File: config.mk
export PLATFORM = sky130hd
export DESIGN_NAME = mem_ctrl
export DESIGN_NICKNAME = d
export VERILOG_FILES = /design/src/rtl/mem_ctrl.sv
export SDC_FILE = /design/constraint.sdc
export NUM_CORES = 1
export LEC_CHECK = 0
export ABC_CLOCK_PERIOD_IN_PS = 7100
export BUFFER_PORTS_ARGS = -buffer_cell sky130_fd_sc_hd__buf_2
export CORE_MARGIN = 4
export CORE_UTILIZATION = 50
export CTS_CLUSTER_DIAMETER = 200
export CTS_CLUSTER_SIZE = 10
export DETAILED_ROUTE_END_ITERATION = 6
export PLACE_DENSITY = 0.79
export SYNTH_ARGS = -nofsm -noshare
export SYNTH_HDL_FRONTEND = slang
export SYNTH_SLANG_ARGS = --single-unit
File: constraint.sdc
create_clock -name clk -period 7.1 [get_ports clk]
set_input_delay 0.71 -clock clk [delete_from_list [all_inputs] [get_ports clk]]
set_output_delay 0.71 -clock clk [all_outputs]
set_load 0.005 [all_outputs]
File: src/rtl/mem_ctrl.sv
// mem_ctrl: load/store front end for the MCU data memory.
// Turns byte/half/word core requests into word-wide RAM accesses.
//
// Ports:
//   clk, rst        clock, synchronous active-high reset
//   req_*           core request (valid/ready, byte address, size,
//                   signedness, right-aligned store data)
//   resp_*          one-cycle completion pulse, load data, error flag
//   mem_*           single-port RAM (word address, 1-cycle read)
//
// Optional feature: define MEM_CTRL_ALIGN_CHECK_EN to reject
// misaligned half/word accesses with resp_err and no RAM access.

module mem_ctrl (
    input  logic        clk,
    input  logic        rst,
    input  logic        req_valid,
    output logic        req_ready,
    input  logic        req_we,
    input  logic [15:0] req_addr,
    input  logic [1:0]  req_size,
    input  logic        req_signed,
    input  logic [31:0] req_wdata,
    output logic        resp_valid,
    output logic [31:0] resp_rdata,
    output logic        resp_err,
    output logic        mem_rd_en,
    output logic        mem_wr_en,
    output logic [15:0] mem_addr,
    output logic [31:0] mem_wdata,
    input  logic [31:0] mem_rdata
);

    typedef enum logic [2:0] {
        S_IDLE,
        S_RD,
        S_WAIT,
        S_WR,
        S_RESP
    } state_t;

    state_t      state;
    logic        we_q;
    logic [1:0]  lane_q;
    logic [1:0]  size_q;
    logic        sgn_q;
    logic [15:0] wdata_q;
    logic        wr_en_q;
    logic        err_q;

    logic        req_sub;
    logic        is_byte;
    logic        is_half;
    logic [31:0] rd_shift;
    logic [7:0]  rd_byte;
    logic [15:0] rd_half;
    logic [31:0] load_data;
    logic [31:0] merged;

    // A write already launched is killed by reset in the same cycle.
    assign mem_wr_en = wr_en_q & ~rst;
    assign resp_err  = err_q;

    assign req_sub = (req_size == 2'b00) || (req_size == 2'b01);
    assign is_byte = (size_q == 2'b00);
    assign is_half = (size_q == 2'b01);

`ifdef MEM_CTRL_ALIGN_CHECK_EN
    logic misalign;
    assign misalign = ((req_size == 2'b01) && req_addr[0]) ||
                      (req_size[1] && (req_addr[1:0] != 2'b00));
`endif

    // Lane extraction and sign/zero extension of the loaded word.
    always_comb begin
        rd_shift  = mem_rdata >> {lane_q, 3'b000};
        rd_byte   = rd_shift[7:0];
        rd_half   = lane_q[1] ? mem_rdata[31:16] : mem_rdata[15:0];
        load_data = mem_rdata;
        unique case (1'b1)
            is_byte: load_data = {{24{sgn_q & rd_byte[7]}}, rd_byte};
            is_half: load_data = {{16{sgn_q & rd_half[15]}}, rd_half};
            default: load_data = mem_rdata;
        endcase
    end

    // Sub-word store: overwrite only the addressed lane(s).
    always_comb begin
        merged = mem_rdata;
        unique case (1'b1)
            is_byte: merged[{lane_q, 3'b000} +: 8] = wdata_q[7:0];
            is_half: begin
                if (lane_q[1]) merged[31:16] = wdata_q;
                else           merged[15:0]  = wdata_q;
            end
            default: merged = mem_rdata;
        endcase
    end

    always_ff @(posedge clk) begin
        if (rst) begin
            state      <= S_IDLE;
            req_ready  <= 1'b0;
            resp_valid <= 1'b0;
            resp_rdata <= 32'h0;
            err_q      <= 1'b0;
            mem_rd_en  <= 1'b0;
            wr_en_q    <= 1'b0;
            mem_addr   <= 16'h0;
            mem_wdata  <= 32'h0;
            we_q       <= 1'b0;
            lane_q     <= 2'b00;
            size_q     <= 2'b00;
            sgn_q      <= 1'b0;
            wdata_q    <= 16'h0;
        end else begin
            unique case (state)
                S_IDLE: begin
                    if (req_valid && req_ready) begin
                        req_ready <= 1'b0;
                        we_q      <= req_we;
                        lane_q    <= req_addr[1:0];
                        size_q    <= req_size;
                        sgn_q     <= req_signed;
                        wdata_q   <= req_wdata[15:0];
                        mem_addr  <= {2'b00, req_addr[15:2]};
`ifdef MEM_CTRL_ALIGN_CHECK_EN
                        if (misalign) begin
                            state      <= S_RESP;
                            resp_valid <= 1'b1;
                            resp_rdata <= 32'h0;
                            err_q      <= 1'b1;
                        end else
`endif
                        if (!req_we || req_sub) begin
                            state     <= S_RD;
                            mem_rd_en <= 1'b1;
                        end else begin
                            state     <= S_WR;
                            wr_en_q   <= 1'b1;
                            mem_wdata <= req_wdata;
                        end
                    end else begin
                        // Also raises ready the first cycle after reset.
                        req_ready <= 1'b1;
                    end
                end
                S_RD: begin
                    mem_rd_en <= 1'b0;
                    state     <= S_WAIT;
                end
                S_WAIT: begin
                    if (we_q) begin
                        mem_wdata <= merged;
                        wr_en_q   <= 1'b1;
                        state     <= S_WR;
                    end else begin
                        resp_rdata <= load_data;
                        resp_valid <= 1'b1;
                        err_q      <= 1'b0;
                        state      <= S_RESP;
                    end
                end
                S_WR: begin
                    wr_en_q    <= 1'b0;
                    resp_valid <= 1'b1;
                    resp_rdata <= 32'h0;
                    err_q      <= 1'b0;
                    state      <= S_RESP;
                end
                S_RESP: begin
                    resp_valid <= 1'b0;
                    req_ready  <= 1'b1;
                    state      <= S_IDLE;
                end
                default: begin
                    state <= S_IDLE;
                end
            endcase
        end
    end

endmodule

==> results of run 1 <==
[cell type report]
cell class                 count  area [um^2]  share of cell area (%)
clock buffer                  10          138                    2.22
clock inverter                 6          113                    1.82
inverter                      15         56.3                   0.908
multi-input combinational    417         2710                    43.7
sequential                   107         2140                    34.6
tap                          133          166                    2.68
timing repair buffer         173          878                    14.2
[worst max-delay path: stages, from the launching register on]
cell	delay [ns]
dfxtp_1	0.79
inv_1	0.22
ha_1	0.38
nor4bb_1	1.07
a221oi_1	0.20
o2bb2ai_1	0.21
[worst paths after layout]
kind / to / cells after the start
worst min register to register: mem_addr[0] / 2
worst max register to register: mem_wdata[27] / 5
worst min-delay path: mem_addr[0] / 2
worst max-delay path: mem_wdata[27] / 5
[per-stage QoR]
stage | worst slack, ns | total power, mW
6_report | 4.16 | 1.35
5_1_grt | 4.01 | 1.40
4_1_cts | 4.29 | 1.34
3_5_place_dp | 4.32 | 0.898
3_3_place_gp | 4.45 | 0.892
2_1_floorplan | 4.65 | 0.807
[power by group through the flow]
stage	registers, mW	clock network (mW)	logic (mW)
final	0.660	0.457	0.232
after CTS	0.659	0.458	0.228
after global placement	0.671	0	0.221
after floorplan	0.660	0	0.148
after detailed placement	0.672	0	0.226
after global routing	0.663	0.484	0.253
[synthesized netlist by cell type, drive strengths merged (2+ instances only)]
cell and instances:
buf 21, a22o 7, nor2b 3, clkbuf 32
mux2 7, a211oi 6, nand2b 7, o22ai 9
mux2i 9, o21ai 50, nand4 2, nor3b 2
nor2 11, a21oi 67, ha 5, nor4bb 2
a221oi 38, a22oi 16, a21o 19, dfxtp 107
inv 15, nand2 91, o211ai 7, o2bb2ai 33
and3 2, nor3 3
[routing by layer]
metal / wire length, um / up-vias / GRT usage (%)
met2: 7670 / 297 / 42.8
met1: 6880 / 2518 / 37.1
li1: - / 2471 / -
met4: 420 / 0 / 9.35
met3: 1830 / 36 / 6.63
met5: 0 / - / 0
[cell families after synthesis]
family / count (synthesis) / share of synthesized area, %
simple gates: 131 / 11.7
compound gates: 261 / 35.6
fa+ha+maj: 5 / 1.22
buf+inv: 68 / 5.88
other cells: 1 / 0.0731
mux: 17 / 3.73
flops: 107 / 41.8
[flip-flops by register name, summed over array words and instances, names as in the netlist]
register    cells
mem_addr       14
state           3
lane_q          2
size_q          2
resp_rdata     32
wdata_q        16
we_q            1
mem_rd_en       1
mem_wdata      32
resp_valid      1
req_ready       1
wr_en_q         1
sgn_q           1
[cell usage in the layout (no fill, tap or decap), drive strengths merged, types with 5 or more instances in the layout]
| cell type | Yosys | layout |
|---|---|---|
| a221oi | 38 | 38 |
| clkbuf | 32 | 10 |
| nand2 | 91 | 91 |
| buf | 21 | 173 |
| o211ai | 7 | 7 |
| a211oi | 6 | 6 |
| dfxtp | 107 | 107 |
| ha | 5 | 5 |
| a22oi | 16 | 16 |
| nor2 | 11 | 11 |
| o21ai | 50 | 50 |
| a21o | 19 | 19 |
| inv | 15 | 15 |
| mux2 | 7 | 7 |
| a22o | 7 | 7 |
| nand2b | 7 | 7 |
| a21oi | 67 | 67 |
| o22ai | 9 | 9 |
| mux2i | 9 | 9 |
| o2bb2ai | 33 | 33 |
==> results_dict.tcl, run 1 <==
set metrics [dict create \
    status "finished with violations" \
    violations "DRC" \
    die_h_um 109 \
    required_ns 7.41 \
    ys_ff_latch 107 \
    crit_start "lane_q[0]" \
    async_reset_ff_share_pct 0 \
    grt_max_degree 67 \
    vias_per_cell 6.18 \
    clk_latency_ns 0.38 \
    placed_cell_area_um2 5950 \
    min_from "mem_addr[0]" \
    io-pin-count 172 \
    cts_made_buffers 9 \
    clkSinkCount 107 \
    antenna_found_initial 0 \
    cp-start-kind "flop" \
    synth_enable_flop_cells 0 \
    ant_nets 0 \
    die_w_um 109 \
    drt-pass1-iter-count 7 \
    grt_usage_pct 27.4 \
    core_area_um2 9860 \
    drc_errors 1 \
    period_share_pct 41.4 \
    yosysUniqueCellTypes 53 \
    placementRows 36 \
    cts-root-buf "clkbuf_8" \
    ir_worst_vdd_mv 0.121 \
    ctsLongestPathBuffers 2 \
    tightest_slew_ns 1.33 \
    grt_pass1_wl_mm 25.5 \
    stdcell_area_um2 6200 \
    drv_slew 0 \
    place_congestion 0.936 \
    yosys.area.top_type "dfxtp_1" \
    grt_overflow_total 0 \
    htreeDepth 3 \
    syn-cell-area_um2 5130 \
    hold_path.class "flop to flop" \
    dp.cells 845 \
    grt_pass1_vias 4934 \
    seq_power_share_pct 48.9 \
    routed_wl_mm 16.8 \
    hold_violations 0 \
    finalSetupViolCount 0 \
    switching_power_uw 387 \
    cts_resized 0 \
    antenna_cells 0 \
    start_util_pct 52.0 \
    min_period_ns 2.94 \
    wire_per_inst_um 19.5 \
    relSlewSlack_pct 11.3 \
    clock_skew_ns 0.00852 \
    post-cts-setup-buffers 0 \
    dp_hpwl_mm 12.2 \
    powerDensity_nw_per_um2 218 \
    clk_pin_slew_ns 0.10 \
    crit_fanout 23 \
    tns_ns 0 \
    drt-initial-drc-count 437 \
    pwr-share-clk_pct 33.9 \
    max_cap_viol_count 0 \
    syn2layout_area_growth_pct 20.9 \
    rsz0062_at_grt "false" \
    cts_tree "done" \
    synthesis.instances 590 \
    num-fill-cells 911 \
    p_leak_nw 2.54 \
    endpoint_kind "flop" \
    netSwitchingFraction_pct 28.7 \
    hold_ws_ns 0.459 \
    path_class "flop to flop" \
    r2r_start "lane_q[0]" \
    synth_top_area_share_pct 41.8 \
    final_cell_count_no_fill 861 \
    die-area_um2 11900 \
    yosys_warnings 0 \
    layout-drive-gt1-share_pct 29.1 \
    io_buffer_count 168 \
    p_int_uw 962 \
    via_count 5322 \
    fin_util_pct 62.8 \
    cp.arrival_ns 3.25 \
    fmax_mhz 340 \
    synthTopCellsByArea "dfxtp_1, nand2_1, a21oi_1" \
    combPwrFrac_pct 17.2 \
    ys.flop_type "dfxtp_1" \
    fin_nets 815 \
    yosysSeqAreaShare_pct 41.8 \
    synth.avg_cell_area_um2 8.69 \
    reg2reg_slack_ns 4.16 \
    holdBufCountCts 0 \
]
Power figures use the tool's default switching activity.
==> run 2: changes to the inputs <==
--- a/config.mk
+++ b/config.mk
@@ -5,7 +5,7 @@
 export SDC_FILE = /design/constraint.sdc
 export NUM_CORES = 1
 export LEC_CHECK = 0
-export ABC_CLOCK_PERIOD_IN_PS = 7100
+export ABC_CLOCK_PERIOD_IN_PS = 3060
 export BUFFER_PORTS_ARGS = -buffer_cell sky130_fd_sc_hd__buf_2
 export CORE_MARGIN = 4
 export CORE_UTILIZATION = 50
==> constraint.sdc (replaced) <==
create_clock -name clk -period 3.06 [get_ports clk]
set_input_delay 0.306 -clock clk [delete_from_list [all_inputs] [get_ports clk]]
set_output_delay 0.306 -clock clk [all_outputs]
set_load 0.005 [all_outputs]
==> run 2 against run 1 <==
  * The flow now finishes without violations
  * Via count hardly changed
  * Critical path depth down 1
  * Combinational power is 140% higher
  * Count of clock-buffer cells in the layout unchanged
  * Largest power group unchanged
==> results_dict.tcl, run 2 (synthesized netlist as in run 1, its figures left out) <==
set metrics [dict create \
    cp-start-kind "flop" \
    routed_wl_mm 17.0 \
    reg2reg_to "mem_wdata[26]" \
    relSlewSlack_pct 20.5 \
    start_util_pct 52.0 \
    clock_skew_ns 0.00849 \
    fin_nets 820 \
    grt_pass1_vias 4964 \
    status "finished clean" \
    tns_ns 0 \
    slowest_stage "nor4bb_1" \
    final_cell_mix "buf_2, dfxtp_1, nand2_1, a21oi_1, o21ai_0" \
    powerDensity_nw_per_um2 484 \
    hold_path.class "input pin to flop" \
    wire_per_inst_um 19.6 \
    min_from "req_addr[6]" \
    ir_worst_vdd_mv 0.228 \
    placementRows 36 \
    antenna_found_initial 0 \
    drt-initial-drc-count 391 \
    max_cap_viol_count 0 \
    placed_cell_area_um2 5990 \
    final_common_cell "buf_2" \
    crit_start "size_q[0]" \
    min_period_ns 2.61 \
    drt-pass1-iter-count 4 \
    io-pin-count 172 \
    tightest_slew_ns 1.19 \
    grt_pass1_wl_mm 26.2 \
    rsz0062_at_grt "false" \
    vias_per_cell 6.15 \
    die_w_um 109 \
    final_cell_count_no_fill 866 \
    endpoint_kind "flop" \
    num-fill-cells 865 \
    ant_nets 0 \
    finalSetupViolCount 0 \
    cts_tree "done" \
    reg2reg_slack_ns 0.45 \
    max_stage_delay_ns 0.90 \
    crit_fanout 30 \
    period_share_pct 85.4 \
    cts-root-buf "clkbuf_8" \
    power.total_mw 3.00 \
    top_usage_layer "met2" \
    die-area_um2 11900 \
    cts_made_buffers 9 \
    cts_resized 0 \
    p_leak_nw 2.55 \
    path_class "flop to flop" \
    final.setup.worst_slack_ns 0.446 \
    layout-drive-gt1-share_pct 29.5 \
    clkSinkCount 107 \
    cp-endpoint "mem_wdata[26]" \
    required_ns 3.35 \
    path_cells "nor3b_1, nor4bb_1, a221oi_1, o2bb2ai_1" \
    place_congestion 0.927 \
    drv_slew 0 \
    fmax_mhz 383 \
    grt_max_degree 44 \
    hold_violations 0 \
    syn2layout_area_growth_pct 20.7 \
    cp.arrival_ns 2.91 \
    die_h_um 109 \
    core_area_um2 9860 \
    grt_usage_pct 28.0 \
    clk_pin_slew_ns 0.11 \
    drc_errors 0 \
    antenna_cells 0 \
    globalRouteMet2Util_pct 42.7 \
    io_buffer_count 168 \
    rr_worst_depth 4 \
    grt_use_met1_pct 39.5 \
    preCtsSetupSlack_ns 0.647 \
    dp.cells 850 \
    grt_use_met3_pct 5.33 \
    r2r_start "size_q[0]" \
    clk_latency_ns 0.37 \
    grt_overflow_total 0 \
    stdcell_area_um2 6190 \
    ctsLongestPathBuffers 2 \
    htreeDepth 3 \
    post-cts-setup-buffers 0 \
    via_count 5325 \
    largest_registers "mem_wdata x32, resp_rdata x32, wdata_q x16" \
    dp_hpwl_mm 12.4 \
    holdBufCountCts 0 \
]
-- run 2: changes by cell type in the layout (fill, tap and decap cells not counted) --
cell / delta
buf_4: +5
bufinv_16: -2
clkbuf_1: +1
clkbuf_8: -1
clkinvlp_4: -3
inv_6: +4
inv_8: +1
-- run 2: cell type report --
type                            instances  area, um^2  area share, %
Timing Repair Buffer                  178         916           14.8
Sequential cell                       107        2140           34.6
Inverter                               15        56.3          0.909
Clock buffer                           10         128           2.06
Clock inverter                          6        76.3           1.23
Multi-Input combinational cell        417        2710           43.7
Tap cell                              133         166           2.69
-- run 2: worst max-delay path: cells and delay by family, from the launching register on --
kind	cells	cell delay, ns
and+or+nand+nor	2	1.35
DFF	1	0.71
AOI/OAI and AO/OA	2	0.48
-- run 2: where the power goes --
part	total, mW	switching [mW]	internal (mW)
Sequential	1.52	0.0673	1.46
Combinational	0.551	0.337	0.214
Clock	0.920	0.522	0.397
Total	3.00	0.926	2.07
-- run 2: worst min-delay path by stage --
stage,to,depth (start not counted)
floorplan,wdata_q[15],2
global placement,resp_rdata[15],2
global route,mem_addr[7],3
CTS,mem_addr[0],3
detailed placement,mem_wdata[24],1
finish,mem_addr[4],3
-- run 2: metrics by stage --
| stage | hold WS [ns] | util [%] |
|---|---|---|
| final | 0.158 | 62.8 |
| after floorplan | 0.442 | - |
| after global routing | 0.155 | 62.8 |
| after CTS | 0.152 | 62.8 |
| after global placement | 0.432 | 60.7 |
| after detailed placement | 0.442 | 60.7 |
-- run 2: per-layer routing --
metal,vias to the layer above,part of all wire [%]
li1,2480,-
met1,2520,41
met2,289,46
met3,36,11
met4,0,2.4
met5,-,0
==> run 3: changes to the inputs <==
--- a/config.mk
+++ b/config.mk
@@ -5,6 +5,7 @@
 export SDC_FILE = /design/constraint.sdc
 export NUM_CORES = 1
 export LEC_CHECK = 0
+export ABC_AREA = 1
 export ABC_CLOCK_PERIOD_IN_PS = 3060
 export BUFFER_PORTS_ARGS = -buffer_cell sky130_fd_sc_hd__buf_2
 export CORE_MARGIN = 4
@@ -12,7 +13,8 @@
 export CTS_CLUSTER_DIAMETER = 200
 export CTS_CLUSTER_SIZE = 10
 export DETAILED_ROUTE_END_ITERATION = 6
-export PLACE_DENSITY = 0.79
+export PLACE_DENSITY = 0.78
+export RECOVER_POWER = 100
 export SYNTH_ARGS = -nofsm -noshare
 export SYNTH_HDL_FRONTEND = slang
 export SYNTH_SLANG_ARGS = --single-unit
==> run 3 against run 2 <==
  * The flow now finishes with violations (capacitance limit, slew limit)
  * Synthesized cell count up 49%
  * Sequential power up 12%
  * Cell count up 34%
  * Critical path depth up 5
  * Combinational power up 150%
  * First-iteration DRC count up 87%
  * Clock skew up 0.0032 ns
  * Register-to-register slack about the same
  * Die area up 12%
  * Global-route usage up 0.49 points
  * Critical path type unchanged
  * Critical endpoint is now mem_wdata[29]
==> results_dict.tcl, run 3 <==
set metrics [dict create \
    status "finished with violations" \
    violations "capacitance limit, slew limit" \
    die_h_um 116 \
    cp-endpoint "mem_wdata[29]" \
    final_cell_mix "nand2_1, a21oi_1, buf_2, o21ai_0, dfxtp_1" \
    crit_fanout 54 \
    die-area_um2 13400 \
    hold_path.class "input pin to flop" \
    ys.flop_type "dfxtp_1" \
    period_share_pct 85.7 \
    core_area_um2 11400 \
    place_congestion 0.948 \
    async_reset_ff_share_pct 0 \
    final_common_cell "nand2_1" \
    vias_per_cell 5.59 \
    cp.arrival_ns 2.76 \
    tns_ns 0 \
    fmax_mhz 381 \
    yosysUniqueCellTypes 31 \
    dp_hpwl_mm 14.1 \
    p_leak_nw 3.04 \
    via_count 6491 \
    cts_tree "done" \
    tightest_slew_ns 2.02 \
    cp-start-kind "flop" \
    cts_made_buffers 9 \
    crit_start "state[2]" \
    relSlewSlack_pct -34.8 \
    required_ns 3.19 \
    path_class "flop to flop" \
    placementRows 39 \
    ctsLongestPathBuffers 2 \
    cts-root-buf "clkbuf_16" \
    syn-cell-area_um2 5790 \
    hold_ws_ns 0.179 \
    grt_pass1_vias 5774 \
    drv_slew 46 \
    antenna_cells 0 \
    r2r_start "state[2]" \
    cts_resized 0 \
    yosysSeqAreaShare_pct 37.0 \
    reg2reg_slack_ns 0.44 \
    io_buffer_count 168 \
    preCtsSetupSlack_ns 0.481 \
    synthesis.instances 881 \
    largest_registers "mem_wdata x32, resp_rdata x32, wdata_q x16" \
    grt_overflow_total 0 \
    drt-pass1-iter-count 6 \
    ys_ff_latch 107 \
    synth_common_cells "nand2_1, a21oi_1, dfxtp_1, o21ai_0, nor2_1" \
    top_usage_layer "met2" \
    syn2layout_area_growth_pct 18.2 \
    grt_use_met3_pct 6.68 \
    clkSinkCount 107 \
    clk_pin_slew_ns 0.07 \
    globalRouteMet2Util_pct 42.0 \
    holdBufCountCts 0 \
    yosysMostFrequentCell "nand2_1" \
    yosys_warnings 0 \
    post-cts-setup-buffers 0 \
    grt_pass1_wl_mm 30.4 \
    drt-initial-drc-count 730 \
    io-pin-count 172 \
    synth.avg_cell_area_um2 6.57 \
    drc_errors 0 \
    layout-drive-gt1-share_pct 18.3 \
    synth_enable_flop_cells 0 \
    synth_top_area_share_pct 37.0 \
    rsz0062_at_grt "false" \
    grt_usage_pct 28.5 \
    start_util_pct 50.9 \
    htreeDepth 3 \
    synthTopCellsByArea "dfxtp_1, nand2_1, a21oi_1" \
    rr_worst_depth 9 \
    ant_nets 0 \
    max_cap_viol_count 1 \
    grt_max_degree 63 \
    reg2reg_to "mem_wdata[29]" \
    endpoint_kind "flop" \
    routed_wl_mm 19.2 \
    fin_nets 1106 \
    final.setup.worst_slack_ns 0.437 \
    hold_violations 0 \
    wire_per_inst_um 16.5 \
    fin_util_pct 60.2 \
    power.total_mw 4.30 \
    finalSetupViolCount 0 \
    clk_latency_ns 0.35 \
    yosys.area.top_type "dfxtp_1" \
    min_period_ns 2.62 \
    die_w_um 116 \
    antenna_found_initial 0 \
    clock_skew_ns 0.0117 \
    ir_worst_vdd_mv 0.321 \
    powerDensity_nw_per_um2 628 \
    grt_use_met1_pct 41.8 \
]
run 3: changes by cell type after synthesis, sizes merged, moves of 10 or more:
| cell | before | now |
|---|---|---|
| nand4 | 2 | 13 |
| a221oi | 38 | 0 |
| nand3 | 0 | 42 |
| a21oi | 67 | 126 |
| inv | 15 | 59 |
| o21ai | 50 | 109 |
| a21o | 19 | 0 |
| or2 | 1 | 19 |
| o211ai | 7 | 17 |
| nand2 | 91 | 194 |
| buf | 21 | 34 |
| nor2 | 11 | 111 |
| o2bb2ai | 33 | 0 |
run 3: report_power, final:
group,leakage (nW),internal (mW),total (mW),switching [mW]
Clock,0.156,0.684,1.24,0.554
Sequential,0.871,1.58,1.70,0.121
Combinational,2.01,0.441,1.35,0.913
run 3: worst min-delay path by stage:
stage / from / endpoint / depth (start not counted)
final: req_addr[8] / mem_addr[6] / 3
after global routing: req_addr[6] / mem_addr[4] / 3
after CTS: req_addr[8] / mem_addr[6] / 3
after detailed placement: resp_rdata[15] / resp_rdata[15] / 2
after global placement: resp_rdata[2] / resp_rdata[2] / 2
after floorplan: req_addr[12] / mem_addr[10] / 2
run 3: layout make-up:
| class | count | area, um^2 |
|---|---|---|
| multi-input cells | 657 | 3120 |
| well taps | 143 | 179 |
| fillers | 1153 | 4530 |
| clock inverters | 5 | 61.3 |
| clock buffers | 11 | 253 |
| repair buffers | 180 | 865 |
| inverters | 59 | 221 |
| flip-flops and latches | 107 | 2140 |
run 3: cell families after synthesis:
kind of cell,synth area share (%)
and+or+nand+nor,28.3
adders and majority gates,1.08
AOI/OAI and AO/OA,24.6
DFF,37.0
other,0.0647
buffers and inverters,8.99
run 3: worst max-delay path: stages (launching register included):
cell	delay, ns
dfxtp_1	0.37
inv_1	0.10
nand2_2	0.12
nor2_4	0.18
nand2_2	0.13
nand2_1	0.11
a21oi_4	0.82
inv_2	0.33
nand2_1	0.14
a21oi_1	0.08
run 3: per-layer routing:
metal	routed length, um	share of wire, %
met1	8540	45
met2	8130	42
met3	2100	11
met4	415	2.2
met5	0	0
run 3: per-stage QoR:
stage               cells  instance area, um^2
floorplan             883                 5800
global placement     1146                 6610
detailed placement   1146                 6610
CTS                  1162                 6920
global route         1162                 6840
finish               1162                 6840
